### config.mk
export PLATFORM = sky130hd
export DESIGN_NAME = sum_uart_tx_flat
export DESIGN_NICKNAME = d
export VERILOG_FILES = /design/src/rtl/sum_uart_pkg.sv /design/src/rtl/sum_uart_tx_if.sv /design/src/rtl/sum_fifo.sv /design/src/rtl/sum_uart_tx.sv /design/src/flat_wrapper.sv
export SDC_FILE = /design/constraint.sdc
export NUM_CORES = 1
export LEC_CHECK = 0
export CAP_MARGIN = 10
export CORE_MARGIN = 4
export CORE_UTILIZATION = 50
export DETAILED_ROUTE_END_ITERATION = 16
export HOLD_SLACK_MARGIN = 0.06
export PLACE_DENSITY_LB_ADDON = 0.1
export SLEW_MARGIN = 20
export SYNTH_ARGS = -nofsm -noshare
export SYNTH_HDL_FRONTEND = slang
export SYNTH_SLANG_ARGS = --single-unit
export TNS_END_PERCENT = 1
### constraint.sdc
create_clock -name clk -period 2.35 [get_ports clk]
set_input_delay 0.47 -clock clk [delete_from_list [all_inputs] [get_ports clk]]
set_output_delay 0.47 -clock clk [all_outputs]
set_load 0.01 [all_outputs]
### src/rtl/sum_uart_pkg.sv
`default_nettype none
// ============================================================================
// Module      : sum_uart_pkg
// Description : Shared types and constants for the sum UART transmitter.
// Revision    : 1.0 - initial release
// ============================================================================
package sum_uart_pkg;

    localparam int DEF_DATA_W       = 5;
    localparam int DEF_FIFO_DEPTH   = 4;
    localparam int DEF_CLKS_PER_BIT = 4;

    localparam int FRAME_BITS = 10;
    localparam int PAYLOAD_W  = 8;

    typedef enum logic [1:0] {
        IDLE  = 2'd0,
        START = 2'd1,
        DATA  = 2'd2,
        STOP  = 2'd3
    } state_t;

endpackage
`default_nettype wire

### src/rtl/sum_uart_tx_if.sv
`default_nettype none
// ============================================================================
// Module      : sum_uart_tx_if
// Description : Valid/ready handshake carrying sums into the UART transmitter.
// Revision    : 1.0 - initial release
// ============================================================================
interface sum_uart_tx_if
    import sum_uart_pkg::*;
#(
    parameter int DATA_W = DEF_DATA_W
);

    logic [DATA_W-1:0] in_data;
    logic              in_valid;
    logic              in_ready;

    modport master (output in_data, output in_valid, input in_ready);
    modport slave  (input in_data, input in_valid, output in_ready);

endinterface
`default_nettype wire

### src/rtl/sum_fifo.sv
`default_nettype none
// ============================================================================
// Module      : sum_fifo
// Description : Circular FIFO, synchronous write, head visible on dout_o.
// Revision    : 1.0 - initial release
// ============================================================================
module sum_fifo
    import sum_uart_pkg::*;
#(
    parameter int DATA_W = DEF_DATA_W,
    parameter int DEPTH  = DEF_FIFO_DEPTH
) (
    input  wire logic                     clk,
    input  wire logic                     rst,
    input  wire logic                     push_i,
    input  wire logic [DATA_W-1:0]        din_i,
    input  wire logic                     pop_i,
    output logic      [DATA_W-1:0]        dout_o,
    output logic      [$clog2(DEPTH):0]   count_o,
    output logic                          full_o,
    output logic                          empty_o
);

    localparam int AW = $clog2(DEPTH);

    logic [DATA_W-1:0] mem_q [DEPTH];
    logic [AW-1:0]     wr_ptr_q;
    logic [AW-1:0]     rd_ptr_q;
    logic [AW:0]       count_q;
    logic              w_push;
    logic              w_pop;

    assign full_o  = (count_q == (AW+1)'(DEPTH));
    assign empty_o = (count_q == '0);
    assign count_o = count_q;
    assign dout_o  = mem_q[rd_ptr_q];

    assign w_push = push_i && !full_o;
    assign w_pop  = pop_i && !empty_o;

    always_ff @(posedge clk) begin
        if (w_push) begin
            mem_q[wr_ptr_q] <= din_i;
        end
    end

    // Pointers wrap for free because DEPTH is a power of two.
    always_ff @(posedge clk or posedge rst) begin
        if (rst) begin
            wr_ptr_q <= '0;
            rd_ptr_q <= '0;
            count_q  <= '0;
        end else begin
            if (w_push) begin
                wr_ptr_q <= wr_ptr_q + AW'(1);
            end
            if (w_pop) begin
                rd_ptr_q <= rd_ptr_q + AW'(1);
            end
            case ({w_push, w_pop})
                2'b10:   count_q <= count_q + (AW+1)'(1);
                2'b01:   count_q <= count_q - (AW+1)'(1);
                default: count_q <= count_q;
            endcase
        end
    end

endmodule
`default_nettype wire

### src/rtl/sum_uart_tx.sv
`default_nettype none
// ============================================================================
// Module      : sum_uart_tx
// Description : Buffers adder sums and sends each one as an 8N1 serial frame.
// Revision    : 1.0 - initial release
// ============================================================================
module sum_uart_tx
    import sum_uart_pkg::*;
#(
    parameter int DATA_W       = DEF_DATA_W,
    parameter int FIFO_DEPTH   = DEF_FIFO_DEPTH,
    parameter int CLKS_PER_BIT = DEF_CLKS_PER_BIT
) (
    input  wire logic                        clk,
    input  wire logic                        rst,
    sum_uart_tx_if.slave                     in_if,
    output logic                             tx,
    output logic                             busy,
    output logic [$clog2(FIFO_DEPTH):0]      fifo_count
);

    localparam int BW = $clog2(CLKS_PER_BIT);
    localparam int CW = $clog2(PAYLOAD_W);
    localparam logic [BW-1:0] c_BAUD_LAST = BW'(CLKS_PER_BIT - 1);
    localparam logic [CW-1:0] c_BIT_LAST  = CW'(PAYLOAD_W - 1);

    state_t                 state_q;
    logic [BW-1:0]          baud_q;
    logic [CW-1:0]          bit_q;
    logic [PAYLOAD_W-1:0]   shift_q;
    logic                   tx_q;

    logic [DATA_W-1:0]      w_dout;
    logic                   w_full;
    logic                   w_empty;
    logic                   w_push;
    logic                   w_pop;
    logic                   w_baud_last;

    // Ready looks only at the stored count, so a same-cycle pop never frees a slot.
    assign in_if.in_ready = !w_full && !rst;
    assign w_push         = in_if.in_valid && in_if.in_ready;
    assign w_baud_last    = (baud_q == c_BAUD_LAST);
    assign w_pop          = !w_empty &&
                            ((state_q == IDLE) || ((state_q == STOP) && w_baud_last));

    assign tx   = tx_q;
    assign busy = (state_q != IDLE) || !w_empty;

    sum_fifo #(
        .DATA_W (DATA_W),
        .DEPTH  (FIFO_DEPTH)
    ) u_fifo (
        .clk     (clk),
        .rst     (rst),
        .push_i  (w_push),
        .din_i   (in_if.in_data),
        .pop_i   (w_pop),
        .dout_o  (w_dout),
        .count_o (fifo_count),
        .full_o  (w_full),
        .empty_o (w_empty)
    );

    always_ff @(posedge clk or posedge rst) begin
        if (rst) begin
            state_q <= IDLE;
            baud_q  <= '0;
            bit_q   <= '0;
            shift_q <= '0;
            tx_q    <= 1'b1;
        end else begin
            case (state_q)
                IDLE: begin
                    baud_q <= '0;
                    bit_q  <= '0;
                    tx_q   <= 1'b1;
                    if (!w_empty) begin
                        shift_q <= PAYLOAD_W'(w_dout);
                        tx_q    <= 1'b0;
                        state_q <= START;
                    end
                end
                START: begin
                    if (w_baud_last) begin
                        baud_q  <= '0;
                        tx_q    <= shift_q[0];
                        shift_q <= shift_q >> 1;
                        state_q <= DATA;
                    end else begin
                        baud_q <= baud_q + BW'(1);
                    end
                end
                DATA: begin
                    if (w_baud_last) begin
                        baud_q <= '0;
                        if (bit_q == c_BIT_LAST) begin
                            bit_q   <= '0;
                            tx_q    <= 1'b1;
                            state_q <= STOP;
                        end else begin
                            bit_q   <= bit_q + CW'(1);
                            tx_q    <= shift_q[0];
                            shift_q <= shift_q >> 1;
                        end
                    end else begin
                        baud_q <= baud_q + BW'(1);
                    end
                end
                STOP: begin
                    if (w_baud_last) begin
                        baud_q <= '0;
                        // Chain straight into the next start bit when data is waiting.
                        if (!w_empty) begin
                            shift_q <= PAYLOAD_W'(w_dout);
                            tx_q    <= 1'b0;
                            state_q <= START;
                        end else begin
                            state_q <= IDLE;
                        end
                    end else begin
                        baud_q <= baud_q + BW'(1);
                    end
                end
                default: begin
                    state_q <= IDLE;
                    tx_q    <= 1'b1;
                end
            endcase
        end
    end

endmodule
`default_nettype wire

### src/flat_wrapper.sv
// flat-port wrapper written by rule: the top's interface ports become plain ports
module sum_uart_tx_flat import sum_uart_pkg::*;
#(
    parameter int DATA_W       = DEF_DATA_W,
    parameter int FIFO_DEPTH   = DEF_FIFO_DEPTH,
    parameter int CLKS_PER_BIT = DEF_CLKS_PER_BIT
)
  (clk, rst, tx, busy, fifo_count, in_if_in_data, in_if_in_valid, in_if_in_ready);
  sum_uart_tx_if #(.DATA_W(DATA_W)) in_if_i ();
  input  wire logic clk;
  input  wire logic rst;
  output logic tx;
  output logic busy;
  output logic [$clog2(FIFO_DEPTH):0] fifo_count;
  input wire logic [$bits(in_if_i.in_data)-1:0] in_if_in_data;
  input wire logic [$bits(in_if_i.in_valid)-1:0] in_if_in_valid;
  output wire logic [$bits(in_if_i.in_ready)-1:0] in_if_in_ready;
  assign in_if_i.in_data = in_if_in_data;
  assign in_if_i.in_valid = in_if_in_valid;
  assign in_if_in_ready = in_if_i.in_ready;
  sum_uart_tx #(.DATA_W(DATA_W), .FIFO_DEPTH(FIFO_DEPTH), .CLKS_PER_BIT(CLKS_PER_BIT)) u_core (.clk(clk), .rst(rst), .in_if(in_if_i), .tx(tx), .busy(busy), .fifo_count(fifo_count));
endmodule
==> results of run 1 <==
==> what timing repair did <==
| action | 4_1_cts | 5_1_grt |
|---|---|---|
| buffers inserted | 0 | 2 |
| resized for setup | 4 | 2 |
| setup endpoints to repair | 1 | 2 |
==> how the worst max path moves through the flow <==
stage,endpoint
6_report,u_core.u_fifo.count_o[2]
3_5_place_dp,u_core.u_fifo.count_o[2]
5_1_grt,u_core.u_fifo.count_o[2]
4_1_cts,busy
2_1_floorplan,u_core.u_fifo.count_o[2]
3_3_place_gp,u_core.u_fifo.count_o[2]
==> synth_stat cells <==
| master | count | share of area (%) |
|---|---|---|
| edfxtp_1 | 20 | 31 |
| dfrtp_1 | 19 | 24 |
| ha_1 | 13 | 8.3 |
| mux2i_1 | 13 | 6.7 |
| inv_1 | 11 | 2.1 |
| nand2_1 | 8 | 1.5 |
| nor2_1 | 6 | 1.2 |
| mux2_1 | 5 | 2.9 |
| and2_1 | 4 | 1.3 |
| o221ai_1 | 4 | 1.8 |
| xor2_1 | 4 | 1.8 |
| a21oi_1 | 3 | 0.77 |
| buf_2 | 3 | 0.77 |
| nor3_1 | 3 | 0.77 |
| a2bb2oi_1 | 2 | 0.90 |
| mux2_2 | 2 | 1.2 |
| nand2b_1 | 2 | 0.64 |
| o22ai_1 | 2 | 0.64 |
| xnor2_1 | 2 | 0.90 |
| a211oi_1 | 1 | 0.39 |
| a211oi_2 | 1 | 0.64 |
| a21boi_0 | 1 | 0.39 |
| a22o_1 | 1 | 0.45 |
| a32o_1 | 1 | 0.51 |
| dfstp_2 | 1 | 1.3 |
| fa_1 | 1 | 1.0 |
| nand4b_1 | 1 | 0.45 |
| nor2b_1 | 1 | 0.32 |
| nor3_2 | 1 | 0.51 |
| nor3b_1 | 1 | 0.39 |
| nor4_1 | 1 | 0.32 |
| nor4b_1 | 1 | 0.45 |
| o21ai_0 | 1 | 0.26 |
| o21ba_2 | 1 | 0.51 |
| o221ai_4 | 1 | 1.3 |
| o22a_1 | 1 | 0.45 |
| or2_2 | 1 | 0.32 |
| or3_4 | 1 | 0.58 |
==> state kept, by name (all words and copies together) (netlist names) <==
name and cells:
u_core.bit_q 3, u_core.u_fifo.wr_ptr_q 2, u_core.baud_q 2, u_core.tx 1, u_core.u_fifo.mem_q 20, u_core.u_fifo.count_o 3, u_core.shift_q 5, u_core.state_q 2
u_core.u_fifo.rd_ptr_q 2
==> report_power, final <==
| group | internal, uW | total (uW) | switching, uW |
|---|---|---|---|
| Clock | 320 | 576 | 256 |
| Sequential | 955 | 1170 | 213 |
| Combinational | 733 | 1440 | 706 |
| Total | 2010 | 3180 | 1180 |
==> stage by stage <==
step                worst slack (ns)  instances  total power (uW)
floorplan                      0.318        145              2160
global placement               0.199        208              2470
detailed placement            0.0678        208              2570
CTS                           0.0284        216              3180
global route                  0.0388        218              3400
finish                         0.155        218              3180
==> worst max-delay path: stages (launching register included) <==
cell,delay (ns)
dfrtp_2,0.45
inv_2,0.10
ha_2,0.22
a21oi_1,0.07
nor2_1,0.18
ha_1,0.22
inv_1,0.07
fa_1,0.39
xor2_1,0.15
nor2_1,0.11
xor2_1,0.16
==> layout make-up <==
type | instances | area [um2]
clock buffer | 5 | 68.8
clock inverter | 3 | 46.3
fill | 305 | 1400
inverter | 11 | 41.3
multi-input combinational | 91 | 808
sequential | 40 | 1100
tap | 48 | 60.1
timing repair buffer | 20 | 185
==> placed cells by master, fill, tap and decap left out, drive strengths merged, types with 3 or more instances in the layout <==
master / instances
nand2: 8
inv: 12
clkdlybuf4s50: 12
nor2: 6
dfrtp: 19
buf: 7
nor3: 4
clkbuf: 5
ha: 13
and2: 4
a21oi: 3
mux2: 7
xor2: 4
o221ai: 5
edfxtp: 20
mux2i: 13
==> cells by family after synthesis <==
logic type / after synthesis / share of synthesized area, %
flops: 40 / 56.5
xor+xnor: 6 / 2.70
compound gates: 20 / 9.05
mux: 20 / 10.7
fa+ha+maj: 14 / 9.37
simple gates: 31 / 8.73
buf+inv: 14 / 2.89
==> metal layers <==
metal / vias up / global-route usage (%) / share of wire [%]
li1: 576 / - / -
met3: 9 / 4.75 / 5.9
met1: 588 / 19.7 / 42
met5: - / 0 / 0
met2: 41 / 27.2 / 51
met4: 0 / 5.53 / 1.5
==> results by group, run 1 <==
Timing
  • Normalized max-slew margin: 58.3%
  • Slew at the pin with the worst max-slew slack: 0.626 ns
  • Final Slew Violations: 0
  • Fin Clk Skew: 0.00946 ns
  • Final worst-path cycle share: 93.4%
  • Worst hold slack: 0.442 ns
  • Number of hold violations in the final report: 0
  • # setup viols final: 0
  • Final period demand of the worst path: 2.20 ns
  • RSZ-0062 raised after global routing: false
  • Aggregate negative setup slack: 0 ns
  • Fmax: 455 MHz

Synthesis
  • Register area share after synthesis: 56.5%
  • Instance count of the mapped netlist: 145
  • Unique cell type count in the Yosys netlist: 38
  • Synth Net Count: 167
  • Synthesis-stage register bit count: 40
  • Cell area after synthesis: 0.00195 mm2
  • Warnings, synthesis: 0
  • Mean instance size in the synthesized netlist: 13.4 um2

Cells and area
  • Core utilization of the finished layout: 62.3%
  • Total number of nets in the final design: 191
  • Design Area, Final: 0.00231 mm2
  • Area Overhead vs Synth: 18.7%
  • Fraction of layout instances using a drive strength above 1: 16.5%
  • Number of inserted diodes: 0

Critical path
  • Critical Setup Path Class: flip-flop to flip-flop
  • Critical path arrival: 2.41 ns
  • Crit path launch type: flip-flop
  • WP data required: 2.57 ns
  • Reg2Reg Setup Slack: 0.15 ns
  • Critical register-to-register path startpoint: u_core.state_q[0]
  • Biggest fanout along the worst timing path: 4
  • Worst setup EP type: flip-flop
  • Timing startpoint of the critical path: u_core.state_q[0]
  • Number of cell instances on the worst register-to-register path: 10
  • Capturing point of the worst reg2reg path: u_core.u_fifo.count_o[2]

Hold path
  • Min-delay src: u_core.baud_q[0]
  • Worst hold stages: 1
  • Type of the tightest min-delay check: flip-flop to flip-flop
  • Hold endpoint: u_core.baud_q[0]

Placed design
  • RePlAce Congestion: 0.741
  • Placed inst area: 0.00216 mm2
  • Count of input and output buffers: 13
  • Post-DP HPWL: 2.63 mm

Status
  • Result of the run: finished, final reports clean

Power and ir drop
  • Highest ir drop seen on vdd: 0.649 mV
  • LEAKAGE: 0.000966 uW
  • Power per cell area: 1380 mW/mm2

Clock network
  • Post-cts hold buffer count: 0
  • TritonCTS clock tree: built
  • Clk sink count: 40
  • H-tree Lvls: 2
  • Number of buffers inserted during clock tree synthesis: 5
  • Clk Latency, worst-skew pair: 0.30 ns
  • Maximum root-to-sink buffer count: 2
  • CTS root buffer: clkbuf_8
  • Worst-path clk slew: 0.08 ns

Detailed routing
  • DR WL/cell: 16.6 um
  • Via count: 1214
  • Vias per cell: 5.57
  • Post-Route WL: 3.63 mm
  • Detailed Routing Iterations Pass 1: 4
  • Initial DRC count: 83
  • Remaining routing DRC violations: 0
  • Antenna Violating Nets Remaining: 0

Floorplanning
  • Number of rows created at floorplan: 22
  • Die X-Extent: 70.4 um
  • Die Footprint: 0.00496 mm2
  • Io pins: 14
  • Initial Util: 52.5%
  • Area of the placeable core: 0.00372 mm2
  • Die boundary height: 70.4 um

Global routing
  • Initial antenna violation count: 0
  • Largest net degree at the start of global routing: 21
  • Via count of the first global-routing pass: 1241
  • Total routing usage reported by global routing: 16.2%
  • Wire length of the first global-routing pass: 6.22 mm
  • Overall overflow remaining after global route: 0

Job
  • Number of max-cap violations: 0
No activity file was read; power rests on OpenSTA's default activity.
==> inputs of run 2 (changes only) <==
GPL_ROUTABILITY_DRIVEN = 0   (was default)
PLACE_DENSITY = 0.74   (was default)
PLACE_DENSITY_LB_ADDON = default   (was 0.1)
clock period = 2.4 ns   (was 2.35 ns; I/O delays follow)
==> run 2 against run 1 <==
  * Routed wire length fell by 10%
  * Cell area fell by 1.1%
  * First-iteration DRC count fell by 63%
  * Clock power fell by 5.0%
  * Die area did not move
  * Critical path type is now flip-flop to primary output
  * Via count fell by 2.8%
  * Non-clock buffer count fell by 3
  * Register-to-register slack improved by 0.02 ns
  * Largest cell class unchanged
  * Worst setup slack got worse by 0.071 ns
==> results by group, run 2 (synthesis gave the netlist of run 1 again) <==
Status
  • Result of the run: finished, final reports clean (unchanged)

Floorplanning
  • Initial Util: 52.5% (unchanged)
  • Number of rows created at floorplan: 22 (unchanged)
  • Area of the placeable core: 0.00372 mm2 (unchanged)
  • Die boundary height: 70.4 um (unchanged)
  • Die Footprint: 0.00496 mm2 (unchanged)
  • Die X-Extent: 70.4 um (unchanged)
  • Io pins: 14 (unchanged)

Detailed routing
  • Post-Route WL: 3.26 mm (was 3.63 mm)
  • DR WL/cell: 15.2 um (was 16.6 um)
  • Via count: 1180 (was 1214)
  • Detailed Routing Iterations Pass 1: 4 (unchanged)
  • Antenna Violating Nets Remaining: 0 (unchanged)
  • Remaining routing DRC violations: 0 (unchanged)
  • Initial DRC count: 31 (was 83)
  • Vias per cell: 5.49 (was 5.57)

Clock network
  • Clk Latency, worst-skew pair: 0.30 ns (about the same)
  • # Post-CTS Setup Buffers: 0 (unchanged)
  • Maximum root-to-sink buffer count: 2 (unchanged)
  • CTS root buffer: clkbuf_8 (unchanged)
  • Clk sink count: 40 (unchanged)
  • Worst-path clk slew: 0.08 ns (about the same)
  • Post-cts hold buffer count: 0 (unchanged)
  • H-tree Lvls: 2 (unchanged)
  • TritonCTS clock tree: built (unchanged)
  • Number of buffers inserted during clock tree synthesis: 5 (unchanged)

Timing
  • Final Slew Violations: 0 (unchanged)
  • Fin Clk Skew: 0.00407 ns (was 0.00946 ns)
  • Fmax: 432 MHz
  • Final worst-path cycle share: 96.5%
  • Worst Slack Setup Final: 0.0834 ns (was 0.155 ns)
  • Normalized max-slew margin: 60.5% (was 58.3%)
  • Slew at the pin with the worst max-slew slack: 0.592 ns (was 0.626 ns)
  • # setup viols final: 0 (unchanged)
  • RSZ-0062 raised after global routing: false (unchanged)
  • Aggregate negative setup slack: 0 ns (unchanged)
  • Final period demand of the worst path: 2.32 ns
  • Number of hold violations in the final report: 0 (unchanged)

Placed design
  • Inst Count DP: 207 (was 208)
  • Setup slack after placement: 0.178 ns (was 0.0678 ns)
  • Count of input and output buffers: 13 (unchanged)
  • Post-DP HPWL: 2.41 mm (was 2.63 mm)

Critical path
  • Slowest cell on the critical path: clkdlybuf4s50_1 (was dfrtp_2)
  • Biggest fanout along the worst timing path: 5 (was 4)
  • WP data required: 1.92 ns (was 2.57 ns)
  • Worst setup EP type: primary output (was flip-flop)
  • Combined buffer and inverter count along the critical path: 3 (was 2)
  • Critical Setup Path Class: flip-flop to primary output (was flip-flop to flip-flop)
  • Crit path launch type: flip-flop (unchanged)
  • Kind of cell adding the most delay to the critical path: buffers and inverters (was adder cells)
  • Worst path max stage delay: 0.48 ns (was 0.45 ns)
  • Critical path arrival: 1.84 ns (was 2.41 ns)
  • List of cells traversed by the critical path: inv_2 > ha_2 > nor4b_4 > inv_1 > clkdlybuf4s50_1 (was inv_2 > ha_2 > a21oi_1 > nor2_1 > ha_1 > inv_1 > fa_1 > xor2_1 > nor2_1 > xor2_1)

Power and ir drop
  • LEAKAGE: 0.000951 uW (was 0.000966 uW)
  • Power per cell area: 1320 mW/mm2 (was 1380 mW/mm2)
  • Highest ir drop seen on vdd: 0.895 mV (was 0.649 mV)
  • Total power after layout: 3030 uW (was 3180 uW)

Cells and area
  • Biggest register: u_core.u_fifo.mem_q (unchanged)
  • Registers with the most flip-flops: u_core.u_fifo.mem_q (20), u_core.shift_q (5) (unchanged)
  • Area Overhead vs Synth: 17.3% (was 18.7%)
  • Leading cell type in the layout, fill and taps excluded: edfxtp_1 (unchanged)
  • Core utilization of the finished layout: 61.5% (was 62.3%)
  • Max reg flops: 20 (unchanged)
  • Total number of nets in the final design: 188 (was 191)
  • Top library cells by usage in the layout, fill and taps aside: edfxtp_1 (20), dfrtp_1 (19), mux2i_1 (13), clkdlybuf4s50_1 (13), ha_1 (12) (was edfxtp_1 (20), dfrtp_1 (18), mux2i_1 (13))
  • Number of standard cells in the final layout excluding fillers: 215 (was 218)
  • Number of inserted diodes: 0 (unchanged)
  • Fraction of layout instances using a drive strength above 1: 15.0% (was 16.5%)

Global routing
  • Initial antenna violation count: 0 (unchanged)
  • Via count of the first global-routing pass: 1274 (was 1241)
  • Wire length of the first global-routing pass: 5.86 mm (was 6.22 mm)
  • Largest net degree at the start of global routing: 21 (unchanged)
  • Overall overflow remaining after global route: 0 (unchanged)
  • Total routing usage reported by global routing: 15.3% (was 16.2%)

Hold path
  • Type of the tightest min-delay check: flip-flop to flip-flop (unchanged)

Job
  • Number of max-cap violations: 0 (unchanged)
[run 2: metal layers]
layer	up-vias	global-route usage (%)	share of wire (%)
li1	570	-	-
met2	16	24.8	50
met1	586	19.3	45
met3	8	2.59	2.4
met4	0	8.09	2.4
met5	-	0	0
[run 2: final timing paths]
kind / from / endpoint / slack [ns] / depth (start not counted)
max: u_core.state_q[1] / busy / 0.08 / 5
max reg2reg: u_core.state_q[1] / u_core.u_fifo.count_o[2] / 0.17 / 9
min reg2reg: u_core.baud_q[0] / u_core.baud_q[0] / 0.43 / 1
min in group asynchronous: rst / u_core.u_fifo.count_o[2] / 0.59 / 3
min: u_core.baud_q[0] / u_core.baud_q[0] / 0.43 / 1
max in group asynchronous: rst / u_core.tx / 1.55 / 3
[run 2: final cells by class]
cell class                      instances  area (um2)
Sequential cell                        40        1100
Fill cell                             298        1430
Clock buffer                            5        68.8
Clock inverter                          3        46.3
Multi-Input combinational cell         91         808
Inverter                               11        41.3
Timing Repair Buffer                   17         160
Tap cell                               48        60.1
[run 2: worst register-to-register path: stages, from the launching register on]
cell     delay, ns
dfrtp_1       0.45
ha_1          0.32
a21oi_1       0.13
nor2_1        0.19
ha_1          0.22
inv_1         0.06
fa_1          0.37
xor2_1        0.15
nor2_1        0.12
xor2_1        0.15
[run 2: timing repair]
item,CTS,global route
endpoints found under the setup margin,1,1
gates resized for setup,2,3
gates cloned,0,0
pin swaps,0,0
[run 2: through the flow]
stage,instance area (um2),hold WS (ns)
floorplan,1950,0.408
global placement,2150,0.418
detailed placement,2150,0.429
CTS,2280,0.436
global route,2290,0.454
finish,2290,0.434
[run 2: power by group]
| part | internal (uW) | total, uW | switching (uW) | leakage [uW] |
|---|---|---|---|---|
| Sequential | 934 | 1150 | 214 | 0.000424 |
| Combinational | 685 | 1330 | 648 | 0.000471 |
| Clock | 313 | 547 | 234 | 0.0000548 |
==> inputs of run 3 (changes only) <==
CAP_MARGIN = 20   (was 10)
==> results of run 3 <==
The final DEF is identical to that of run 2; final timing and power are the same.
